<file path="src/rtl/xorpkt_pkg.sv">
// Shared definitions for the running-XOR packet transmitter.
//   state_t    : transmitter FSM encoding (3 bits, exported on the debug port)
//   DWIDTH     : default byte width
//   xor_reduce : XOR of the first n bytes of a packed byte vector (byte 0 in
//                the least significant lane), used to build expected results
package xorpkt_pkg;

  localparam int unsigned DWIDTH = 8;

  typedef enum logic [2:0] {
    IDLE = 3'd0,
    HDR  = 3'd1,
    DATA = 3'd2,
    EXP  = 3'd3
  } state_t;

  function automatic logic [DWIDTH-1:0] xor_reduce(input logic [8*DWIDTH-1:0] bytes,
                                                   input int unsigned n);
    logic [DWIDTH-1:0] r;
    r = '0;
    for (int unsigned i = 0; i < 8; i++) begin
      if (i < n) r = r ^ bytes[i*DWIDTH +: DWIDTH];
    end
    return r;
  endfunction

endpackage

</file>
<file path="src/rtl/xorpkt_tx.sv">
// Running-XOR packet transmitter. Each accepted length command produces one
// count byte followed by that many data bytes (pulled from the source fifo)
// into the output fifo, then pushes the XOR of the data bytes into the
// expected-result fifo.
//
// Ports:
//   clk, rst                  clock, asynchronous active-low reset
//   cmd_valid/cmd_len/cmd_ready   length command handshake (IDLE only)
//   ififo_rdy/idata/ififo_pop     show-ahead data source fifo
//   ofifo_not_full/ofifo_push/odata   output byte stream
//   exp_not_full/exp_push/exp_data    expected XOR result
//   err_len0                  one-cycle pulse when a zero-length command is dropped
//   tx_idle, state            status / debug
module xorpkt_tx
  import xorpkt_pkg::*;
#(
  parameter int unsigned dwidth = DWIDTH
) (
  input  logic              clk,
  input  logic              rst,
  input  logic              cmd_valid,
  input  logic [dwidth-1:0] cmd_len,
  output logic              cmd_ready,
  input  logic              ififo_rdy,
  input  logic [dwidth-1:0] idata,
  output logic              ififo_pop,
  input  logic              ofifo_not_full,
  output logic              ofifo_push,
  output logic [dwidth-1:0] odata,
  input  logic              exp_not_full,
  output logic              exp_push,
  output logic [dwidth-1:0] exp_data,
  output logic              err_len0,
  output logic              tx_idle,
  output logic [2:0]        state
);

  state_t            state_q, state_d;
  logic [dwidth-1:0] rem_cnt_q, rem_cnt_d;
  logic [dwidth-1:0] acc_q, acc_d;
  logic              err_len0_q, err_len0_d;
  logic              xfer;

  // A data beat moves only when both source and sink are ready, so pop and
  // push are always paired.
  assign xfer = ififo_rdy & ofifo_not_full;

  always_comb begin
    state_d    = state_q;
    rem_cnt_d  = rem_cnt_q;
    acc_d      = acc_q;
    err_len0_d = 1'b0;
    cmd_ready  = 1'b0;
    ififo_pop  = 1'b0;
    ofifo_push = 1'b0;
    exp_push   = 1'b0;
    odata      = '0;

    case (state_q)
      IDLE: begin
        cmd_ready = 1'b1;
        if (cmd_valid) begin
          if (cmd_len != '0) begin
            rem_cnt_d = cmd_len;
            acc_d     = '0;
            state_d   = HDR;
          end else begin
            err_len0_d = 1'b1;
          end
        end
      end
      HDR: begin
        odata = rem_cnt_q;
        if (ofifo_not_full) begin
          ofifo_push = 1'b1;
          state_d    = DATA;
        end
      end
      DATA: begin
        odata = idata;
        if (xfer) begin
          ififo_pop  = 1'b1;
          ofifo_push = 1'b1;
          acc_d      = acc_q ^ idata;
          rem_cnt_d  = rem_cnt_q - dwidth'(1);
          if (rem_cnt_q == dwidth'(1)) state_d = EXP;
        end
      end
      EXP: begin
        if (exp_not_full) begin
          exp_push = 1'b1;
          state_d  = IDLE;
        end
      end
      default: state_d = IDLE;
    endcase
  end

  always_ff @(posedge clk or negedge rst) begin
    if (!rst) begin
      state_q    <= IDLE;
      rem_cnt_q  <= '0;
      acc_q      <= '0;
      err_len0_q <= 1'b0;
    end else begin
      state_q    <= state_d;
      rem_cnt_q  <= rem_cnt_d;
      acc_q      <= acc_d;
      err_len0_q <= err_len0_d;
    end
  end

  assign exp_data = acc_q;
  assign err_len0 = err_len0_q;
  assign tx_idle  = (state_q == IDLE);
  assign state    = state_q;

endmodule

</file>
<file path="config.mk">
export PLATFORM = sky130hd
export DESIGN_NAME = xorpkt_tx
export DESIGN_NICKNAME = d
export VERILOG_FILES = /design/src/rtl/xorpkt_pkg.sv /design/src/rtl/xorpkt_tx.sv
export SDC_FILE = /design/constraint.sdc
export NUM_CORES = 1
export LEC_CHECK = 0
export ABC_CLOCK_PERIOD_IN_PS = 3240
export BUFFER_PORTS_ARGS = -buffer_cell sky130_fd_sc_hd__buf_2
export CAP_MARGIN = 5
export CORE_AREA = 2 2 72 47
export CTS_CLUSTER_DIAMETER = 150
export DETAILED_ROUTE_END_ITERATION = 10
export DIE_AREA = 0 0 74 49
export GPL_TIMING_DRIVEN = 1
export HOLD_SLACK_MARGIN = 0.05
export PLACE_DENSITY_LB_ADDON = 0.05
export SETUP_SLACK_MARGIN = 0.1
export SLEW_MARGIN = 20
export SYNTH_ARGS = -nofsm -noshare
export SYNTH_HDL_FRONTEND = slang
export SYNTH_SLANG_ARGS = --single-unit
</file>
<file path="constraint.sdc">
create_clock -name clk -period 3.24 [get_ports clk]
set_input_delay 0.162 -clock clk [delete_from_list [all_inputs] [get_ports clk]]
set_output_delay 0.162 -clock clk [all_outputs]
set_load 0.03 [all_outputs]
</file>
* After elaboration in Yosys (flattened, before gate mapping)
Cells that the tools add are included.
** Cells by class
- Add/sub/neg operators :: 1
- Equality and inequality tests :: 10
- Mux-type cells :: 26
- Bitwise operators :: 2
- Reductions and logical operators :: 5
** Operators with widths (number)
- 2-to-1 mux 8 bit :: 6
- case mux 8 bit (2 select lines) :: 3
- 2-to-1 mux 3 bit :: 6
- case mux 3 bit (4 select lines) :: 1
- inequality test 2 bit, second input constant :: 5
- 2-to-1 mux 1 bit :: 9
- == test 8 x 1 -> 1 bit, second input constant :: 1
- nonzero test 8 bit :: 1
- subtractor 8 x 1 -> 8 bit, second input constant :: 1
- bitwise XOR 8 bit :: 1
- == test 3 x 2 -> 1 bit, second input constant :: 2
- AND reduction 6 bit :: 1
- AND reduction 4 bit :: 1
- == test 3 x 1 -> 1 bit, second input constant :: 1
- zero test 3 bit :: 1
- inequality test 2 x 1 -> 1 bit, second input constant :: 1
- case mux 1 bit (2 select lines) :: 1
- nonzero test 2 bit :: 1
- AND 1 bit :: 1
** Storage, ports and cells
- Flip-flop bits (word level) :: 20
- Bits of input ports :: 22
- Output and inout port bits :: 25
- Word-level logic and storage cells :: 48

* Depth between registers and ports, before layout
Gate-level depths: netlist of the first run.
- Word-level depth :: 4
- Depth in mapped cells :: 8
- Mapped depth without buffers :: 6

* Least setup slack after synthesis of the first run
No wires, ideal clock.
- Path type :: reg-to-reg
- Start :: register state_q[0], in the netlist state[0]
- End :: register state_q[1], in the netlist state[1]
- Setup time :: 0.125 ns
- Arrival :: 2.353 ns
- Data required time :: 3.115 ns
- Path slack :: 0.762 ns
- Stages on the path, launching flop included :: 8
- Path buffers :: 1
- Clock period less this slack :: 2.478 ns
- Cell sequence :: dfrtp_1 -> inv_1 -> ha_1 -> nor2b_4 -> and4_4 -> buf_6 -> or4_4 -> mux2_4
** On the way
- Cells in the longest elaborated chain, start to end :: 3
- Elaborated cells on any way between the ends :: 12
- Those cells by class :: eq/ne: 9; mux: 1; reduce/logical: 2
** Ends and longest elaborated chain
- start: declaration :: RTL line xorpkt_tx.sv:38 : state_t state_q, state_d;
- start signal: assignment :: RTL line xorpkt_tx.sv:106 : state_q <= state_d;
- == test 3 x 2 -> 1 bit, or another cell as far along :: RTL line xorpkt_tx.sv:59 : case (state_q)
- inequality test 2 bit (no source line) or inequality test 2 x 1 -> 1 bit (tied branches)
- AND reduction 6 bit (no source line)
Parallel ways exist; a longest one is shown, timed or not.
A chain may end at the register's enable or synchronous reset.

* Worst setup path in the final report of the first run
- Start :: register state_q[1], in the netlist state[1]
- End :: register state_q[1], in the netlist state[1]
The elaborated chain is that of the path after synthesis.

==> results_dict.tcl, run 1 <==
set metrics [dict create \
    combPwrFrac 0.657 \
    max-vdd-ir-drop_v 0.000466 \
    maxSlewViolCount 0 \
    grt_setup_unrepaired "no" \
    global_route.usage.total 0.223 \
    final_setup_violating_endpoints 0 \
    cts-hold-fix-buffers 1 \
    achievable-frequency_mhz 420 \
    worstSetupPathType "register to register" \
    number_of_nets_in_the_final_layout 233 \
    die_area_sq_um 3630 \
    synth-async-reset-ratio 1.00 \
    place_hpwl_um 2720 \
    synth-seq-area-share 0.336 \
    routed-via-count 1425 \
    synth_seq_cells 19 \
    most_common_cell_after_layout_fill_and_taps_aside "buf_2" \
    place.port_buffers 45 \
    clk_path_buf_depth 2 \
    drive_above_1_share 0.265 \
    chipHeight_um 49 \
    io_pins 47 \
    timing.slew.headroom 0.657 \
    wl_um 3790 \
    insertedDiodeCount 0 \
    yosys_most_used_dff "dfrtp_1" \
    power_switching_uw 1020 \
    core_sq_um 3020 \
    synth_nets 193 \
    hp-class "primary input to register" \
    power_switching_share 0.532 \
    worst_setup_path_end_kind "register" \
    placed_cells_incl_taps 244 \
    worst_ep_arrival_time_ns 2.53 \
    viasPerCell 5.72 \
    synth_edf_count 0 \
    drt_pass1_iterations 4 \
    worstSetupStartpointType "register" \
    yosys.cell_types.count 45 \
    clock_latency_on_the_worst_skew_pair_ns 0.26 \
    final_tns_setup_ns 0 \
    worst_setup_hold_path_clk_slew_ns 0.08 \
    synthesis.yosys.warnings 0 \
    cts_setup_buffers 0 \
    fp.dieW_um 74 \
    pwr-share-seq 0.254 \
    dr_wl_cell_um 15.2 \
    cts_sinks 19 \
    status "finished clean" \
    start_util 0.468 \
    largest_clock_skew_in_the_final_design_ns 0.00396 \
    cellPowerDensity_nw_per_um2 1130 \
    clock-root-buffer "clkbuf_8" \
    internal_power_uw 901 \
    postCtsResizedCells 0 \
    cts_tree "done" \
    residual_drc 0 \
    largest_net_degree_at_the_start_of_global_routing 33 \
    clock_power_share 0.089 \
    timing_worst_slew_pin_value_ns 0.513 \
    grt_pass1_wl_um 6260 \
    mostFrequentLayoutCells "45 x buf_2, 19 x nand2_1, 19 x dfrtp_1, 11 x nor4_1" \
    postRouteAntennaNets 0 \
    grt_overflow 0 \
    power.leakage_uw 0.000821 \
    cts-buffers-inserted 3 \
    syn-cell-area_sq_um 1420 \
    cp.required_ns 3.39 \
    finalNonFillerCells 249 \
    first_global_vias 1317 \
    syn-mean-instance-area_sq_um 8.58 \
    num_rows 16 \
    htree_num_levels 1 \
    timing_hold_violations_final 0 \
    drt_iter0_drc 102 \
    shortest_period_the_worst_path_allows_ns 2.38 \
    cap_violations 0 \
    area_overhead_of_the_layout_relative_to_synthesis_pct 19.9 \
    timing.critical_path.fanout_max 12 \
    netlist_instances 165 \
    antenna_found_initial 0 \
    routabilityCongestion 0.826 \
    layout_worst_path_cycle_share 0.734 \
]
[power groups by stage]
stage                     combinational, uW  clock, uW  sequential [uW]
after floorplan                         881          0              550
after global routing                   1390        188              505
after CTS                              1260        176              484
final                                  1260        171              487
after detailed placement               1250          0              491
after global placement                 1250          0              481
[per-layer routing]
metal / share of wire / routed length, um / track usage / up-vias
met4: 0.0034 / 13 / 0.0303 / 0
met3: 0.064 / 242 / 0.0537 / 2
li1: - / - / - / 691
met1: 0.51 / 1940 / 0.327 / 683
met5: 0 / 0 / 0 / -
met2: 0.42 / 1590 / 0.339 / 49
[cell usage after synthesis (2+ instances only)]
master,count,area (sq um)
nor2b_1,4,25.0
o2bb2ai_1,2,17.5
o32ai_1,2,17.5
and2_1,2,12.5
inv_1,7,26.3
a211o_1,6,52.6
buf_4,2,15.0
o21ai_0,5,25.0
a21oi_1,4,20.0
nand4_1,2,12.5
o22ai_1,2,12.5
nand3b_1,3,22.5
dfrtp_1,19,475
nor2_1,4,15.0
a21o_1,2,15.0
nor3_1,5,25.0
a22oi_1,2,15.0
nand2b_1,3,18.8
mux2i_1,2,20.0
buf_2,2,10.0
ha_1,6,75.1
a21boi_0,6,45.0
and3_1,2,12.5
clkbuf_1,7,26.3
nand2_1,19,71.3
a31oi_1,4,25.0
nand3_1,6,30.0
o31ai_1,2,15.0
nor3b_1,7,52.6
nor4_1,11,68.8
[logic make-up (layout without fill, tap and decap cells)]
family / Yosys count / count (layout) / share of synthesized area
AO/OA/AOI/OAI: 43 / 43 / 0.221
flip-flops: 19 / 19 / 0.336
adder cells (fa/ha/maj): 6 / 6 / 0.0530
AND/OR/NAND/NOR: 74 / 74 / 0.300
multiplexers: 3 / 3 / 0.0248
other: 1 / 1 / 0.00265
buffers and inverters: 19 / 58 / 0.0628
[metrics by stage]
| stage | setup WS, ns | cell area (sq um) | total power, uW | hold slack, ns | utilization |
|---|---|---|---|---|---|
| after floorplan | 0.762 | 1420 | 1430 | -0.134 | - |
| after global placement | 0.945 | 1640 | 1730 | 0.143 | 0.543 |
| after detailed placement | 0.869 | 1640 | 1750 | 0.148 | 0.543 |
| after CTS | 0.847 | 1700 | 1920 | 0.159 | 0.561 |
| after global routing | 0.722 | 1700 | 2080 | 0.176 | 0.561 |
| final | 0.860 | 1700 | 1920 | 0.164 | 0.561 |
[path summary, 6_finish.rpt]
kind                              start           end  slack, ns  cells past startpoint
min in group asynchronous           rst  rem_cnt_q[5]       0.38                      2
max reg2reg                    state[1]      state[1]       0.86                      6
max                            state[1]      state[1]       0.86                      6
max in group asynchronous           rst   exp_data[7]       2.54                      2
min                           cmd_valid      err_len0       0.16                      2
min reg2reg                rem_cnt_q[7]  rem_cnt_q[7]       0.52                      1
[worst max-delay path, stage by stage, from the launching register on]
cell	delay [ns]
dfrtp_1	0.42
inv_1	0.09
ha_1	0.29
or2b_1	0.25
nand2_1	0.29
or4_4	0.63
mux2_4	0.31
[layout make-up]
| type | count | area (sq um) |
|---|---|---|
| clock buffer | 4 | 45.0 |
| fill | 286 | 1330 |
| inverter | 7 | 26.3 |
| multi-input combinational | 127 | 851 |
| sequential | 19 | 475 |
| tap | 45 | 56.3 |
| timing repair buffer | 47 | 243 |
[registers in the layout, indices dropped and copies added, names as in the netlist]
register	cells
err_len0	1
exp_data	8
state	2
rem_cnt_q	8
Power figures use the tool's default switching activity.
==> run 2, diff against run 1 <==
--- a/config.mk
+++ b/config.mk
@@ -5,7 +5,7 @@
 export SDC_FILE = /design/constraint.sdc
 export NUM_CORES = 1
 export LEC_CHECK = 0
-export ABC_CLOCK_PERIOD_IN_PS = 3240
+export ABC_CLOCK_PERIOD_IN_PS = 2200
 export BUFFER_PORTS_ARGS = -buffer_cell sky130_fd_sc_hd__buf_2
 export CAP_MARGIN = 5
 export CORE_AREA = 2 2 72 47
==> constraint.sdc (replaced) <==
create_clock -name clk -period 2.2 [get_ports clk]
set_input_delay 0.11 -clock clk [delete_from_list [all_inputs] [get_ports clk]]
set_output_delay 0.11 -clock clk [all_outputs]
set_load 0.03 [all_outputs]
==> results_dict.tcl, run 2 (same netlist as run 1, synthesis figures left out) <==
set metrics [dict create \
    status "finished clean" \
    timing.critical_path.fanout_max 32 \
    mostFrequentLayoutCells "45 x buf_2, 18 x nand2_1, 17 x dfrtp_1, 11 x nor4_1, 7 x nor3b_1" \
    drt_pass1_iterations 4 \
    io_pins 47 \
    worstSetupStartpointType "register" \
    fin_hold_ws_ns 0.102 \
    grt_overflow 0 \
    first_global_vias 1442 \
    insertedDiodeCount 0 \
    worst_ep_arrival_time_ns 1.86 \
    global_route.usage.total 0.243 \
    routed-via-count 1454 \
    timing_hold_violations_final 0 \
    cts_sinks 19 \
    die_area_sq_um 3630 \
    clk_path_buf_depth 2 \
    postRouteAntennaNets 0 \
    setup_slack_ns 0.234 \
    max-vdd-ir-drop_v 0.000635 \
    worst_setup_path_end_kind "primary output" \
    maxSlewViolCount 0 \
    drive_above_1_share 0.311 \
    chipHeight_um 49 \
    wl_um 4030 \
    num-fill-cells 288 \
    place_hpwl_um 2930 \
    fp.dieW_um 74 \
    power_switching_uw 1540 \
    area_overhead_of_the_layout_relative_to_synthesis_pct 23.8 \
    largest_clock_skew_in_the_final_design_ns 0.00123 \
    achievable-frequency_mhz 509 \
    largest_net_degree_at_the_start_of_global_routing 33 \
    drt_iter0_drc 117 \
    pwr-share-seq 0.243 \
    worst_path_max_delay_cell "dfrtp_2" \
    grt_pass1_wl_um 6780 \
    worstSetupPathType "register to primary output" \
    ff_latch_area_sq_um 478 \
    routabilityCongestion 0.849 \
    reg2reg_setup_slack_ns 0.24 \
    pre_cts_slack_ns 0.158 \
    finalNonFillerCells 254 \
    htree_num_levels 1 \
    internal_power_uw 1420 \
    core_sq_um 3020 \
    start_util 0.468 \
    clock_latency_on_the_worst_skew_pair_ns 0.26 \
    viasPerCell 5.72 \
    cts_tree "done" \
    antenna_found_initial 0 \
    most_common_cell_after_layout_fill_and_taps_aside "buf_2" \
    clock_power_share 0.087 \
    cts-buffers-inserted 3 \
    power.leakage_uw 0.000842 \
    worst_setup_hold_path_clk_slew_ns 0.08 \
    residual_drc 0 \
    cellPowerDensity_nw_per_um2 1690 \
    cp.required_ns 2.09 \
    hp-class "primary input to register" \
    postPlaceCellArea_sq_um 1690 \
    final_setup_violating_endpoints 0 \
    placed_cells_incl_taps 249 \
    grt_setup_unrepaired "no" \
    number_of_nets_in_the_final_layout 238 \
    multi_input_area_sq_um 866 \
    cap_violations 0 \
    num_rows 16 \
    clock-root-buffer "clkbuf_8" \
    crit_chain "inv_2 -> ha_1 -> buf_4 -> and3_1 -> a21oi_1 -> nor2b_1 -> buf_2" \
    combPwrFrac 0.669 \
    final_tns_setup_ns 0 \
    power_switching_share 0.520 \
    layout_worst_path_cycle_share 0.894 \
    stdcell_area_sq_um 1750 \
    place.port_buffers 45 \
    max_stage_delay_ns 0.44 \
    dr_wl_cell_um 15.9 \
    shortest_period_the_worst_path_allows_ns 1.97 \
]
run 2: critical path: cells and delay by family (launching register included):
kind / cells / cell delay, ns
buffers and inverters: 3 / 0.59
flip-flops: 1 / 0.44
AND/OR/NAND/NOR: 2 / 0.35
adder cells (fa/ha/maj): 1 / 0.16
AO/OA/AOI/OAI: 1 / 0.05
run 2: layout make-up:
class / count / area share
timing repair buffer: 52 / 0.160
tap: 45 / 0.0321
clock buffer: 4 / 0.0257
inverter: 7 / 0.0150
multi-input combinational: 127 / 0.494
sequential: 19 / 0.273
run 2: worst paths after layout:
| kind | startpoint | end | cells after the start |
|---|---|---|---|
| max | state[0] | ofifo_push | 7 |
| min | cmd_valid | err_len0 | 2 |
| max reg2reg | state[0] | state[1] | 7 |
| min reg2reg | rem_cnt_q[7] | rem_cnt_q[7] | 1 |
| max in group asynchronous | rst | state[1] | 2 |
| min in group asynchronous | rst | exp_data[6] | 2 |
run 2: what timing repair did:
item,in CTS,in global routing
resized for setup,0,1
buffers inserted,0,0
endpoints found under the setup margin,0,7
hold buffers,1,0
hold endpoints to repair,19,0
run 2: power by group through the flow:
| stage | Combinational [uW] | Clock (uW) | Sequential [uW] |
|---|---|---|---|
| global route | 2160 | 274 | 753 |
| detailed placement | 1970 | 0 | 723 |
| global placement | 1930 | 0 | 714 |
| CTS | 1980 | 262 | 719 |
| floorplan | 1340 | 0 | 817 |
| finish | 1980 | 258 | 721 |
run 2: stage by stage:
stage               total power, uW   util
finish                         2960  0.579
global route                   3180  0.579
CTS                            2960  0.579
detailed placement             2700  0.560
global placement               2650  0.560
floorplan                      2160      -
run 2: layer usage:
metal | share of wire | up-vias | global-route usage
met3 | 0.058 | 4 | 0.0455
met1 | 0.48 | 691 | 0.331
met2 | 0.45 | 54 | 0.388
met5 | 0 | - | 0
li1 | - | 705 | -
met4 | 0.0099 | 0 | 0.0788
==> run 3, diff against run 2 <==
--- a/config.mk
+++ b/config.mk
@@ -14,7 +14,7 @@
 export DIE_AREA = 0 0 74 49
 export GPL_TIMING_DRIVEN = 1
 export HOLD_SLACK_MARGIN = 0.05
-export PLACE_DENSITY_LB_ADDON = 0.05
+export PLACE_DENSITY = 0.8
 export SETUP_SLACK_MARGIN = 0.1
 export SLEW_MARGIN = 20
 export SYNTH_ARGS = -nofsm -noshare
==> results_dict.tcl, run 3 (same netlist as run 1, synthesis figures left out) <==
set metrics [dict create \
    status "finished clean" \
    cts_sinks 19 \
    worstSetupPathType "register to register" \
    cts-buffers-inserted 3 \
    global_route.usage.total 0.216 \
    cap_violations 0 \
    clock-root-buffer "clkbuf_8" \
    final_tns_setup_ns 0 \
    met2_length_um 1480 \
    viasPerCell 5.65 \
    fp.dieW_um 74 \
    most_common_cell_after_layout_fill_and_taps_aside "buf_2" \
    largest_clock_skew_in_the_final_design_ns 0.00274 \
    num_rows 16 \
    reg2reg_setup_slack_ns 0.21 \
    place_hpwl_um 2720 \
    worst_setup_path_end_kind "register" \
    met1Wirelength_um 1880 \
    timing_hold_violations_final 0 \
    fin_hold_ws_ns 0.113 \
    timing.critical_path.fanout_max 4 \
    grt_pass1_wl_um 6140 \
    io_pins 47 \
    core_sq_um 3020 \
    start_util 0.468 \
    shortest_period_the_worst_path_allows_ns 1.99 \
    residual_drc 0 \
    maxSlewViolCount 0 \
    grt_overflow 0 \
    pre_cts_slack_ns 0.225 \
    final_setup_violating_endpoints 0 \
    num-fill-cells 275 \
    number_of_nets_in_the_final_layout 241 \
    area_overhead_of_the_layout_relative_to_synthesis_pct 25.4 \
    routed-via-count 1452 \
    timing.critical_path.from "state[0]" \
    worst_ep_arrival_time_ns 2.13 \
    place.port_buffers 45 \
    cp.required_ns 2.34 \
    highest_routing_layer_actually_used "met4" \
    drt_iter0_drc 116 \
    antenna_found_initial 0 \
    first_global_vias 1294 \
    wl_met3_um 294 \
    postRouteAntennaNets 0 \
    hold_path_startpoint "cmd_valid" \
    largest_net_degree_at_the_start_of_global_routing 22 \
    htree_num_levels 1 \
    mostFrequentLayoutCells "45 x buf_2, 18 x nand2_1, 17 x dfrtp_1, 11 x nor4_1, 9 x buf_4" \
    chipHeight_um 49 \
    drt_pass1_iterations 4 \
    worst_setup_hold_path_clk_slew_ns 0.07 \
    wl_um 3670 \
    cellPowerDensity_nw_per_um2 1670 \
    setup_slack_ns 0.212 \
    drive_above_1_share 0.321 \
    clock_latency_on_the_worst_skew_pair_ns 0.25 \
    cts_setup_buffers 0 \
    dr_wl_cell_um 14.3 \
    ff_latch_area_sq_um 478 \
    max-vdd-ir-drop_v 0.00101 \
    cts_tree "done" \
    die_area_sq_um 3630 \
    insertedDiodeCount 0 \
    power.leakage_uw 0.000857 \
    multi_input_area_sq_um 866 \
    grt_setup_unrepaired "no" \
    rr_startpoint "state[0]" \
    hp-class "primary input to register" \
    worstSetupStartpointType "register" \
    layout_worst_path_cycle_share 0.904 \
    routabilityCongestion 0.897 \
    clk_path_buf_depth 2 \
    achievable-frequency_mhz 503 \
    finalPower_uw 2960 \
]
-- run 3: cell count changes in the layout (fill, tap and decap cells not counted), sizes merged --
cell / delta
buf: +3
-- run 3: area by class of cell --
class / count / area share
multi-input combinational: 127 / 0.488
sequential: 19 / 0.269
timing repair buffer: 55 / 0.171
tap: 45 / 0.0317
clock buffer: 4 / 0.0254
inverter: 7 / 0.0148
-- run 3: metal layers --
layer  global-route usage  vias to the layer above
li1                     -                      711
met1                0.337                      683
met2                0.307                       54
met3               0.0579                        4
met4               0.0182                        0
met5                    0                        -
-- run 3: power breakdown --
group | leakage (uW) | switching [uW] | total (uW) | internal, uW
registers | 0.000231 | 200 | 716 | 517
logic | 0.000603 | 1200 | 2000 | 805
clock network | 0.0000228 | 112 | 241 | 129
total | 0.000857 | 1510 | 2960 | 1450
-- run 3: metrics by stage --
| step | instance area, sq um | util | std cells |
|---|---|---|---|
| detailed placement | 1720 | 0.568 | 252 |
| CTS | 1770 | 0.586 | 257 |
| finish | 1770 | 0.587 | 257 |
| floorplan | 1430 | - | 165 |
| global route | 1770 | 0.587 | 257 |
| global placement | 1720 | 0.568 | 252 |
-- run 3: worst paths after layout --
path | to | cells past startpoint
worst max-delay path | state[1] | 6
worst min-delay path | err_len0 | 2
worst max register to register | state[1] | 6
worst min register to register | exp_data[2] | 1
max in group asynchronous | state[0] | 2
min in group asynchronous | err_len0 | 2
-- run 3: repair_timing --
item / in CTS / in global routing
hold endpoints to repair: 19 / 0
setup endpoints to repair: 0 / 2
gates resized for setup: 0 / 1
hold buffers: 1 / 0
-- run 3: critical path, cell delays in order (launching register included) --
cell and delay (ns):
dfrtp_2 0.40, inv_2 0.06, ha_1 0.23, a21bo_2 0.23, nand2_1 0.07, or4_4 0.56, mux2_4 0.31
